`src/rtl/move_sequencer.sv`:
```
// Push-button front end for the character mover: sync, debounce, press/auto-repeat
// events, pending request latch, and a once-per-frame round-robin move issuer.
module move_sequencer #(
  parameter int DEBOUNCE_CYCLES = 500000,
  parameter int REPEAT_DELAY    = 25000000,
  parameter int REPEAT_PERIOD   = 5000000,
  parameter int CW              = 25
) (
  input  logic       CLOCK50,
  input  logic       reset,
  input  logic       KEY3,
  input  logic       KEY2,
  input  logic       KEY1,
  input  logic       KEY0,
  input  logic       frame_tick,
  input  logic       mv_ready,
  output logic       mv_valid,
  output logic [1:0] mv_dir,
  output logic [3:0] pending,
  output logic       busy,
  output logic [1:0] o_dbg_state
);

  // Handshake: a move transfers on any cycle with mv_valid & mv_ready; while
  // mv_valid is high and mv_ready is low, mv_valid and mv_dir stay unchanged.
  typedef enum logic [1:0] {
    S_IDLE       = 2'd0,
    S_WAIT_FRAME = 2'd1,
    S_ISSUE      = 2'd2
  } state_t;

  localparam logic [CW-1:0] DB_LAST = CW'(DEBOUNCE_CYCLES - 1);
  localparam logic [CW-1:0] RD_LAST = CW'(REPEAT_DELAY - 1);
  localparam logic [CW-1:0] RP_LAST = CW'(REPEAT_PERIOD - 1);

  state_t        r_state;
  logic [3:0]    r_sync1;
  logic [3:0]    r_sync2;
  logic [3:0]    r_deb;
  logic [CW-1:0] r_dcnt [4];
  logic [CW-1:0] r_hcnt [4];
  logic [3:0]    r_rep;
  logic [3:0]    r_pending;
  logic [1:0]    r_last_grant;
  logic          r_mv_valid;
  logic [1:0]    r_mv_dir;

  logic [3:0]    w_key_raw;
  logic [3:0]    w_db_diff;
  logic [3:0]    w_db_done;
  logic [3:0]    w_press;
  logic [3:0]    w_rep_hit;
  logic [3:0]    w_event;
  logic [3:0]    w_cancel;
  logic [3:0]    w_cand;
  logic          w_found;
  logic [1:0]    w_grant;
  logic [1:0]    w_idx;
  logic [3:0]    w_grant_oh;
  logic [3:0]    w_clr;

  // Bit d of every per-key vector corresponds to move direction d.
  assign w_key_raw = {KEY0, KEY1, KEY2, KEY3};

  always_comb begin
    w_db_diff = r_sync2 ^ r_deb;
    w_db_done = '0;
    w_rep_hit = '0;
    for (int d = 0; d < 4; d++) begin
      w_db_done[d] = w_db_diff[d] && (r_dcnt[d] == DB_LAST);
      w_rep_hit[d] = !r_deb[d] && (r_hcnt[d] == (r_rep[d] ? RP_LAST : RD_LAST));
    end
    w_press = w_db_done & ~r_sync2;
    w_event = w_press | w_rep_hit;
  end

  // Opposite pairs cancel before arbitration; search starts after the last grant.
  always_comb begin
    w_cancel = {{2{r_pending[3] & r_pending[2]}}, {2{r_pending[1] & r_pending[0]}}};
    w_cand   = r_pending & ~w_cancel;
    w_found  = 1'b0;
    w_grant  = 2'd0;
    w_idx    = 2'd0;
    for (int i = 1; i <= 4; i++) begin
      w_idx = r_last_grant + 2'(i);
      if (!w_found && w_cand[w_idx]) begin
        w_found = 1'b1;
        w_grant = w_idx;
      end
    end
    w_grant_oh = w_found ? (4'b0001 << w_grant) : 4'b0000;
    w_clr      = (r_state == S_WAIT_FRAME && frame_tick) ? (w_cancel | w_grant_oh) : 4'b0000;
  end

  always_ff @(posedge CLOCK50) begin
    if (!reset) begin
      r_state      <= S_IDLE;
      r_sync1      <= 4'hF;
      r_sync2      <= 4'hF;
      r_deb        <= 4'hF;
      r_rep        <= 4'h0;
      r_pending    <= 4'h0;
      r_last_grant <= 2'd3;
      r_mv_valid   <= 1'b0;
      r_mv_dir     <= 2'd0;
      for (int d = 0; d < 4; d++) begin
        r_dcnt[d] <= '0;
        r_hcnt[d] <= '0;
      end
    end else begin
      r_sync1 <= w_key_raw;
      r_sync2 <= r_sync1;
      r_deb   <= r_deb ^ w_db_done;

      for (int d = 0; d < 4; d++) begin
        if (!w_db_diff[d] || w_db_done[d]) begin
          r_dcnt[d] <= '0;
        end else begin
          r_dcnt[d] <= r_dcnt[d] + CW'(1);
        end

        if (r_deb[d]) begin
          r_hcnt[d] <= '0;
          r_rep[d]  <= 1'b0;
        end else if (w_rep_hit[d]) begin
          r_hcnt[d] <= '0;
          r_rep[d]  <= 1'b1;
        end else begin
          r_hcnt[d] <= r_hcnt[d] + CW'(1);
        end
      end

      // A new event always wins over a same-cycle arbiter clear.
      r_pending <= (r_pending & ~w_clr) | w_event;

      case (r_state)
        S_IDLE: begin
          if (r_pending != 4'h0) begin
            r_state <= S_WAIT_FRAME;
          end
        end
        S_WAIT_FRAME: begin
          if (frame_tick) begin
            if (w_found) begin
              r_mv_valid   <= 1'b1;
              r_mv_dir     <= w_grant;
              r_last_grant <= w_grant;
              r_state      <= S_ISSUE;
            end else begin
              r_state <= S_IDLE;
            end
          end
        end
        S_ISSUE: begin
          if (r_mv_valid && mv_ready) begin
            r_mv_valid <= 1'b0;
            r_state    <= S_IDLE;
          end
        end
        default: r_state <= S_IDLE;
      endcase
    end
  end

  assign mv_valid    = r_mv_valid;
  assign mv_dir      = r_mv_dir;
  assign pending     = r_pending;
  assign busy        = (r_state != S_IDLE);
  assign o_dbg_state = r_state;

endmodule
```
`config.mk`:
```
export PLATFORM = sky130hd
export DESIGN_NAME = move_sequencer
export DESIGN_NICKNAME = d
export VERILOG_FILES = /design/src/rtl/move_sequencer.sv
export SDC_FILE = /design/constraint.sdc
export NUM_CORES = 1
export LEC_CHECK = 0
export CORE_MARGIN = 3
export CORE_UTILIZATION = 42
export CTS_BUF_LIST = sky130_fd_sc_hd__clkbuf_8
export DETAILED_ROUTE_END_ITERATION = 7
export GPL_TIMING_DRIVEN = 0
export PLACE_DENSITY_LB_ADDON = 0.15
export SYNTH_ARGS = -nofsm -noshare
export SYNTH_HDL_FRONTEND = slang
export SYNTH_SLANG_ARGS = --single-unit
```
`constraint.sdc`:
```
create_clock -name CLOCK50 -period 6.6 [get_ports CLOCK50]
set_clock_uncertainty 0.15 [all_clocks]
set_input_delay 1.32 -clock CLOCK50 [delete_from_list [all_inputs] [get_ports CLOCK50]]
set_output_delay 1.32 -clock CLOCK50 [all_outputs]
set_load 0.02 [all_outputs]
```
After elaboration in Yosys (flattened, before gate mapping)
Memory sizes are Yosys's and may differ from the RTL's.
Index checks and enable logic that the tools add are counted.
Widths: inputs -> output; s select.
Word-level totals
  register bits after elaboration: 27
  RAM bits: 200
  bits of input ports: 8
  output and inout port bits: 10
  word-level logic and storage cells: 237
  memories: 2
Operators by class
  add/subtract/negate cells: 11
  order comparisons: 4
  equal/unequal tests: 14
  shifts and indexed selects: 1
  muxes and demuxes: 120
  bitwise logic cells: 34
  reduce and logical (&&, ||, !) cells: 39
Memory list
  r_dcnt: words 4, bits a word 25, read ports 4, clocked after memory_dff 0, write ports 4, RTL line 40  | logic [CW-1:0] r_dcnt [4];
  r_hcnt: words 4, bits a word 25, read ports 4, clocked after memory_dff 0, write ports 4, RTL line 41  | logic [CW-1:0] r_hcnt [4];
Operator list (number)
  $mux 25: 24
  $add 25x1->25 const B: 8
  $eq 25x19->1 const B: 4
  $eq 25x25->1: 4
  $mux 1: 80
  $or 1x1->1: 20
  $mux 2: 8
  $logic_and 1x1->1: 13
  $and 4x4->4: 3
  $lt 2x3->1 const B: 4
  $not 4->4: 3
  $or 4x4->4: 3
  $logic_not 1->1: 11
  $bmux 1 s2: 4
  $mux 4: 2
  $ne 2x2->1 const B: 4
  $reduce_or 2->1: 4
  $xor 4x4->4: 2
  $pmux 2 s3: 1
  $reduce_and 3->1: 2
  $add 2x2->2 const B: 2
  $logic_or 1x1->1: 4
  $reduce_and 4->1: 1
  $reduce_bool 2->1: 2
  9 further kinds: 10

Longest topological paths before layout
  depth after elaboration: 22
  mapped depth: 8
  mapped depth without buffers: 6

Worst setup path before layout
OpenSTA, ideal clock, no wires.
  path kind: input to register
  start point: in reset
  end point: mem r_dcnt[0][17] (data pin)
  data arrival time: 2.273 ns
  data required time: 6.184 ns
  path slack: 3.911 ns
  stages: 6
  path buffers: 3
  path through: inv_1 -> clkbuf_1 -> or3_1 -> clkbuf_1 -> clkbuf_1 -> nor2_1
RTL lines
  from (decl): RTL line 10  | input logic reset,
  to (decl): RTL line 40

==> metrics.txt <==
Setup Viol. Count Final 0; reg2reg end r_dcnt[1][22]$_SDFFCE_PN0P_; CP bufs+invs 5; synth unique cells 55; clock sinks about 230; RSZ-0062 raised after global routing no; post-route setup slack roughly 3.1 ns; PD cells between 200 and 250 mW/mm2; Tmin final around 3.5 ns; Antenna Cells 0; NumNets Final between 1000 and 1500; die width between 150 and 200 um; post-place setup slack 2.470 ns; post-CTS setup buffers 0; dpl hpwl about 16 mm; Core Util, Final 0.5085; vias in the first global route 8465; Crit path required time approximately 6.7 ns; share of cells above drive strength 1 0.05313; # DRC 0; reg2reg setup slack about 3.4 ns; Max Clock Freq roughly 280 MHz; core area 0.02809 mm2; gp weighted congestion between 0.7 and 0.8; Slew headroom 0.2112; io pins 18; first-pass GRT wire length between 30 and 40 mm; sink of the worst hold path r_sync2[2]$_SDFF_PN1_; FF-to-FF Start r_dcnt[1][5]$_SDFFCE_PN0P_; CP Max Fanout 10; initial antenna violation count 0; H-tree Lvls 2; hold_sp r_sync1[2]$_SDFF_PN1_; # hold bufs at CTS 0; Hold Worst Slack 0.2579 ns; final cycle utilization of the critical path 0.5353; maximum clock path buffer count 3; flops & latches, synth 227; Pins Over Slew Limit 0; Placed Area between 0.01 and 0.015 mm2; die height around 180 um; GRT Total Usage 0.1533; Final Hold Vio Count 0; maxcap violations 0; vias after detailed routing a little under 9000; Hold Path Class reg2reg; Area contributors post-synth edfxtp_1 50%, xor2_1 8.2%, nor2_1 7.4%; remaining global-route overflow 0; post-CTS sizing 0; cells after synthesis 1176; post-route cell area 0.01428 mm2; cells along the critical path clkdlybuf4s50_1 > inv_1 > clkbuf_1 > or3_1 > clkbuf_1 > clkbuf_1 > nor2_1; Worst path most repeated cell clkbuf_1; Critical Path End Type flop; clock root buffer clkbuf_8; Warnings, synthesis 0; CTS tree done; Slowest-stage cell, CP clkdlybuf4s50_1; Post-Syn Area roughly 0.012 mm2; 1st-iter DRT viols about 570; Layout Cells excl Fill ~1800; row count 61; DRT antenna net count 0; pin count of the biggest net entering global routing 11; most area-hungry cell type in the Yosys netlist edfxtp_1; CP startpoint kind primary input; CTS Buf Count 41; total wire length 23.00 mm; Post-Syn Area per Cell 10.26 um2; async set-reset flop share out of synthesis 0; Primary FF master, synth edfxtp_1; critical path's largest stage delay slightly above 0.6 ns; Port Buffers 17; 1st-pass router iterations 4; die area between 0.03 and 0.04 mm2; clock latency on the worst-skew pair 0.53 ns; status finished clean; top-area cell type share of the netlist area 0.4976; routed vias/inst 4.746; R2R cell count 6; WP data arrival roughly 3.6 ns; maximum VDD drop between 100 and 150 uV; leak pwr around 5 nW; Initial Util 0.4297; CP top delay family buffers and inverters; # placed instances 1770; synth-to-layout area growth 18.33%; Post-synth EDFFs 200; worst slew pin tran roughly 1.2 ns; sequential cell area fraction in the yosys report 0.5423; power consumption between 3 and 4 mW; Worst Path Class, Setup in2reg; per-cell routed wire length roughly 12 um; setup_tns 0 ns; Worst Hold Path Cells 1; clock-pin slew of the registers on the worst-case setup and hold paths about 0.06 ns
## cell type report
class / instances / area (um2)
clock inverters: 24 / 100.1
fillers: 2727 / 13800
clock buffers: 52 / 715.7
flip-flops and latches: 227 / 6546
repair buffers: 17 / 170.2
multi-input cells: 1088 / 6033
well taps: 378 / 473.0
inverters: 26 / 97.59
plain buffers: 34 / 146.4
## cells in the final DEF, fill, tap and decap left out, types with 5 or more instances in the layout
master | synthesis | final
or3_1 | 11 | 11
nor2_1 | 238 | 238
dfxtp_1 | 27 | 27
and2_1 | 7 | 7
edfxtp_1 | 200 | 200
clkbuf_8 | 0 | 52
o21ai_0 | 6 | 6
inv_1 | 26 | 40
mux2i_1 | 7 | 7
and3_1 | 29 | 29
or4_1 | 5 | 5
nand4_1 | 46 | 46
clkinv_2 | 0 | 5
clkbuf_1 | 27 | 27
nand3b_1 | 6 | 6
a21oi_1 | 14 | 14
nor4_1 | 26 | 26
xor2_1 | 113 | 113
nand2b_1 | 10 | 10
ha_1 | 8 | 8
nand3_1 | 94 | 94
nand2_1 | 84 | 84
nor4b_1 | 10 | 9
xnor2_1 | 77 | 77
and4_1 | 12 | 12
clkdlybuf4s50_1 | 0 | 17
nor3_1 | 39 | 39
conb_1 | 1 | 200
nor2b_1 | 5 | 5
## cell usage after synthesis (5+ instances only)
cell,n
nor2_1,238
edfxtp_1,200
xor2_1,113
nand3_1,94
nand2_1,84
xnor2_1,77
nand4_1,46
nor3_1,39
and3_1,29
clkbuf_1,27
dfxtp_1,27
inv_1,26
nor4_1,26
a21oi_1,14
and4_1,12
or3_1,11
nand2b_1,10
nor4b_1,10
ha_1,8
and2_1,7
mux2i_1,7
nand3b_1,6
o21ai_0,6
nor2b_1,5
or4_1,5
## kinds of logic (layout without fill, tap and decap cells)
| family | Yosys count | in the layout | synth area share |
|---|---|---|---|
| fa+ha+maj | 8 | 8 | 0.008293 |
| simple gates | 642 | 642 | 0.2623 |
| flops | 227 | 227 | 0.5423 |
| other cells | 1 | 200 | 0.0003107 |
| xor+xnor | 190 | 190 | 0.1379 |
| mux | 7 | 7 | 0.005805 |
| buf+inv | 60 | 153 | 0.02021 |
| compound gates | 41 | 41 | 0.02291 |
## metal layers
layer / part of all wire / global-route usage / routed length (um) / vias to the layer above
met5: 0 / 0 / 0 / -
met2: 0.44 / 0.2393 / 10170 / 112
met4: 0.017 / 0.04025 / 392 / 0
met3: 0.039 / 0.03243 / 888 / 37
li1: - / - / - / 4531
met1: 0.50 / 0.2187 / 11550 / 4081
## state kept, by name, indices dropped and copies added, names as in the netlist, named ones only
signal        cells
pending           4
r_last_grant      2
r_rep             4
mv_dir            2
r_hcnt          100
o_dbg_state       2
mv_valid          1
r_sync1           4
r_sync2           4
r_dcnt          100
## worst max path at each step
stage	startpoint	endpoint	slack (ns)	depth (start not counted)
floorplan	reset	r_dcnt[0][17]$_SDFFCE_PN0P_	3.91	6
detailed placement	reset	r_hcnt[1][22]$_SDFFCE_PN0P_	2.47	7
CTS	reset	r_dcnt[3][7]$_SDFFCE_PN0P_	3.03	7
global placement	reset	r_hcnt[1][4]$_SDFFCE_PN0P_	2.45	7
finish	reset	r_hcnt[1][20]$_SDFFCE_PN0P_	3.07	7
global route	reset	r_hcnt[1][11]$_SDFFCE_PN0P_	2.83	7
## report_power, final
| part | switching [mW] | leakage, nW | internal (mW) | total [mW] |
|---|---|---|---|---|
| clock | 0.583 | 0.474 | 0.708 | 1.29 |
| combinational | 0.0651 | 2.19 | 0.0495 | 0.115 |
| sequential | 0.0584 | 2.28 | 1.61 | 1.67 |
| total | 0.707 | 4.94 | 2.37 | 3.08 |
Power figures use the tool's default switching activity.
